**src/rtl/tinyarch_pkg.sv**
```systemverilog
// Shared tinyarch definitions: default datapath widths and the fetch FSM encoding.
package tinyarch_pkg;
    localparam int PC_W    = 10;
    localparam int INSTR_W = 9;
    localparam int CNT_W   = 16;

    typedef enum logic [1:0] {
        IDLE   = 2'd0,
        RUN    = 2'd1,
        HALTED = 2'd2
    } fetch_state_t;
endpackage

```
**src/rtl/fetch_unit.sv**
```systemverilog
// Instruction fetch: drives a synchronous ROM, presents its data with zero bubbles,
// handles stall/branch/halt and counts retired instructions (saturating).
module fetch_unit
    import tinyarch_pkg::*;
#(
    parameter int PC_W    = tinyarch_pkg::PC_W,
    parameter int INSTR_W = tinyarch_pkg::INSTR_W,
    parameter int CNT_W   = tinyarch_pkg::CNT_W
) (
    input  logic               clk,
    input  logic               rst_n,
    input  logic               start,
    input  logic               stall,
    input  logic               branch_taken,
    input  logic [PC_W-1:0]    branch_target,
    input  logic               halt_req,
    output logic [PC_W-1:0]    imem_addr,
    input  logic [INSTR_W-1:0] imem_rdata,
    output logic [INSTR_W-1:0] instr,
    output logic               instr_valid,
    output logic [PC_W-1:0]    pc,
    output logic               done,
    output logic [CNT_W-1:0]   retired
);

    fetch_state_t      state;
    logic [PC_W-1:0]   next_addr;
    logic [CNT_W-1:0]  retired_inc;

    // The address issued now is what pc becomes at the edge, so pc always
    // names the word the ROM returns on the following cycle.
    always_comb begin
        next_addr = '0;
        case (state)
            RUN: begin
                if (stall || halt_req) next_addr = pc;
                else if (branch_taken) next_addr = branch_target;
                else                   next_addr = pc + PC_W'(1);
            end
            HALTED:  next_addr = start ? '0 : pc;
            default: next_addr = '0;
        endcase
    end

    assign imem_addr   = next_addr;
    assign instr       = imem_rdata;
    assign instr_valid = (state == RUN);
    assign retired_inc = (retired == {CNT_W{1'b1}}) ? retired : retired + CNT_W'(1);

    always_ff @(posedge clk or negedge rst_n) begin
        if (!rst_n) begin
            state   <= IDLE;
            pc      <= '0;
            retired <= '0;
            done    <= 1'b0;
        end else begin
            case (state)
                RUN: begin
                    pc <= next_addr;
                    if (!stall) begin
                        retired <= retired_inc;
                        if (halt_req) begin
                            state <= HALTED;
                            done  <= 1'b1;
                        end
                    end
                end
                default: begin
                    if (start) begin
                        state   <= RUN;
                        pc      <= '0;
                        retired <= '0;
                        done    <= 1'b0;
                    end
                end
            endcase
        end
    end

endmodule

```
**config.mk**
```make
export PLATFORM = sky130hd
export DESIGN_NAME = fetch_unit
export DESIGN_NICKNAME = d
export VERILOG_FILES = /design/src/rtl/tinyarch_pkg.sv /design/src/rtl/fetch_unit.sv
export SDC_FILE = /design/constraint.sdc
export NUM_CORES = 1
export LEC_CHECK = 0
export ABC_CLOCK_PERIOD_IN_PS = 2300
export BUFFER_PORTS_ARGS = -buffer_cell sky130_fd_sc_hd__buf_2
export CAP_MARGIN = 40
export CORE_MARGIN = 2
export CORE_UTILIZATION = 35
export CTS_BUF_LIST = sky130_fd_sc_hd__clkbuf_4
export CTS_CLUSTER_SIZE = 40
export DETAILED_ROUTE_END_ITERATION = 12
export SYNTH_ARGS = -nofsm -noshare
export SYNTH_HDL_FRONTEND = slang
export SYNTH_SLANG_ARGS = --single-unit
```
**constraint.sdc**
```tcl
create_clock -name clk -period 2.3 [get_ports clk]
set_input_delay 0.23 -clock clk [delete_from_list [all_inputs] [get_ports clk]]
set_output_delay 0.23 -clock clk [all_outputs]
set_load 0.01 [all_outputs]
```
==> run metrics <==
status=finished clean; Cells after Synth=235; met2 usage=a little over a quarter; IO Port Bufs=53; initial core utilization=36.05%; met3 Use GR=around 1.6%; worst hold path class=in2reg; asr flop ratio synth=between 90% and 100%; fmax=~0.44 GHz; ranking of synthesized cells by area=dfrtp_1 36%, nand2_1 5.1%, nor2_1 4.0%, xor2_1 4.0%, nand3_1 3.6%; Seq/Total Area, Yosys=a little over a third; Std-Cell Rows=27; Max IR drop VDD=between 0.0004 and 0.0005 V; wire per inst=14.33 um; gr busiest metal=met2; Reg power frac=between 30% and 40%; initial antenna violation count=0; Worst slew margin=a little under three fifths; first-pass GRT wire length=8.466 mm; Iteration-0 DRC Markers=100; total of max-cap violations=0; syn nets=roughly 260; storage element area=between 700 and 800 um^2; routed wire length=5.172 mm; Hold Path Depth=3; fill cell count=587; placed cell count=approximately 350; GP Congestion=~0.85; Sw Share=roughly 41%; hold slack=roughly 0.17 ns; Max stage delay cell, worst path=dfrtp_1; most frequent cells after synthesis=28 x dfrtp_1, 27 x nand2_1, 21 x nor2_1; width of the die=79.09 um; clock period minus worst slack=2.252 ns; CTS tree=built; number of flops mapped to enable cells by yosys=0; number of remaining DRC errors=0; vias in the first global route=~1,700; Internal=between 1 and 1.5 mW; Critical Path RT=2.07 ns; fin nets=about 320; Max Slew Vio Count=0; clk root buf=clkbuf_4; reg2reg start=state[0]$_DFFE_PN0P_; layout cells sized above 1=between 30% and 40%; Layout area overhead=24.03%; Clock Skew=approximately 0.0045 ns; largest net degree at the start of global routing=29; synthesis warning total=0; CP cell instances=inv_2 > ha_4 > or3b_4 > a21oi_2 > a21boi_2 > o221ai_2 > nor2_1 > buf_2; Comb power frac=between 40% and 50%; CTS sink count=28; R2R setup slack=about 0.28 ns; gr ovfl total=0; ys flop type=dfrtp_1; Psw=around 800 uW; Final period util=between 90% and 100%; vias per inst=~5.3; most frequent cell after synthesis=dfrtp_1; dpl hpwl=about 3.8 mm; CP startpoint kind=register; full die area=0.006254 mm^2; antenna viol nets, final=0; Cell Pwr Density=~800 mW/mm^2; clock share of power=between 10% and 20%; IO Pins=between 70 and 80; CP max stage delay=between 0.4 and 0.5 ns; endpoints failing setup=0; hold path endpoint=state[1]$_DFFE_PN0P_; Num CTS Buffers=3; FF-to-FF path depth=7; flops & latches, synth=28; grt met1 use=between 20% and 30%; vias=1,902; worst flop-to-flop path endpoint=retired[12]$_DFFE_PN0P_; diode count=0; RSZ-0062 raised after global routing=yes; H-Tree Depth=1; height of the die=around 79 um; core area=0.005473 mm^2; Yosys top cell by area=dfrtp_1; Leak=around 1.2 nW; worst hold path startpoint=halt_req; Detailed Routing Iterations Pass 1=4; clock transition at the registers of the reported paths=~0.16 ns; synthesized cell area=0.001973 mm^2; Max Root-Sink Buffers=2; Synth top area share=about 36%; Crit path arrival time=2.02 ns; non-filler instance count after layout=361; clk_lat worst skew=between 0.3 and 0.4 ns; CP Capture Type=primary output; crit path kind=reg2out; CP Max Fanout=3; average size of a mapped cell=8.396 um^2; footprint of the multi-input gates=around 0.0012 mm^2; measured slew at the worst slew-check pin=between 0.6 and 0.7 ns; GRT Overall Usage=16.51%; Synth cell types=52; count of final hold-check violations=0
==> cells in the final DEF (no fill, tap or decap), drive strengths merged, types with 3 or more instances in the layout <==
master and instances:
nand3 15, and3 5, o21ai 14, nor3 7, clkbuf 3, nand4 6, inv 7, nand2b 4
dfrtp 28, a21o 7, buf 68, ha 4, nand2 27, nor2 22, a211oi 4, xor2 9
o211ai 3, a22o 3, a21oi 14, nor2b 5
==> final cells by class <==
| type | count | area share, % |
|---|---|---|
| Clock inverter | 1 | 1.227 |
| Inverter | 7 | 1.074 |
| Timing Repair Buffer | 69 | 15.85 |
| Tap cell | 72 | 3.681 |
| Sequential cell | 28 | 28.78 |
| Multi-Input combinational cell | 181 | 48.47 |
| Clock buffer | 3 | 0.9202 |
==> cell families (layout without fill, tap and decap cells) <==
group	Yosys count	in the layout	synth area share, %
compound gates	67	67	24.29
xor+xnor	11	11	4.883
fa+ha+maj	4	4	2.537
buf+inv	26	80	6.975
flops	28	28	35.51
mux	3	3	1.649
simple gates	96	96	24.16
==> worst max path at each step <==
stage | startpoint | end | slack (ns) | cells past startpoint
6_report | state[1]$_DFFE_PN0P_ | imem_addr[4] | 0.05 | 8
2_1_floorplan | state[1]$_DFFE_PN0P_ | imem_addr[4] | 0.30 | 7
3_5_place_dp | state[1]$_DFFE_PN0P_ | retired[12]$_DFFE_PN0P_ | 0.23 | 8
3_3_place_gp | state[1]$_DFFE_PN0P_ | imem_addr[4] | 0.32 | 8
5_1_grt | state[1]$_DFFE_PN0P_ | imem_addr[4] | -0.08 | 8
4_1_cts | state[1]$_DFFE_PN0P_ | imem_addr[4] | -0.03 | 8
==> sequential cells by signal, summed over array words and instances (netlist names) <==
name and cells:
pc 10, state 2, retired 16
==> power groups by stage <==
stage          combinational (mW)  clock (mW)  sequential [mW]
5_1_grt                      1.03       0.360            0.688
6_report                    0.939       0.334            0.676
4_1_cts                     0.898       0.346            0.666
2_1_floorplan               0.506           0            0.698
3_5_place_dp                0.835           0            0.686
3_3_place_gp                0.836           0            0.685
==> routing by layer <==
layer,up-vias,wire length (um)
li1,951,-
met1,912,2544
met2,33,2430
met3,6,146
met4,0,51
met5,-,0
==> per-stage QoR <==
stage	setup slack (ns)	instance area [um^2]	utilization (%)	setup TNS (ns)	power, mW
after floorplan	0.3001	1973	-	0	1.204
after global placement	0.3161	2277	41.61	0	1.520
after detailed placement	0.2259	2277	41.61	0	1.520
after CTS	-0.02919	2386	43.60	-0.02919	1.910
after global routing	-0.08075	2447	44.72	-0.1018	2.080
final	0.04789	2447	44.72	0	1.949
==> critical path, delay by kind of cell, from the launching register on <==
kind | cells | cell delay [ns]
AND/OR/NAND/NOR | 2 | 0.49
AO/OA/AOI/OAI | 3 | 0.44
flip-flops | 1 | 0.42
buffers and inverters | 2 | 0.22
adder cells (fa/ha/maj) | 1 | 0.13
==> what timing repair did <==
action                                  CTS  global route
endpoints found under the setup margin    4             4
pin swaps                                 2             5
buffers inserted                          4             3
endpoints found under the hold margin    28             0
hold buffers                              1             0
gates resized for setup                   6            10
No activity file was read; power rests on OpenSTA's default activity.
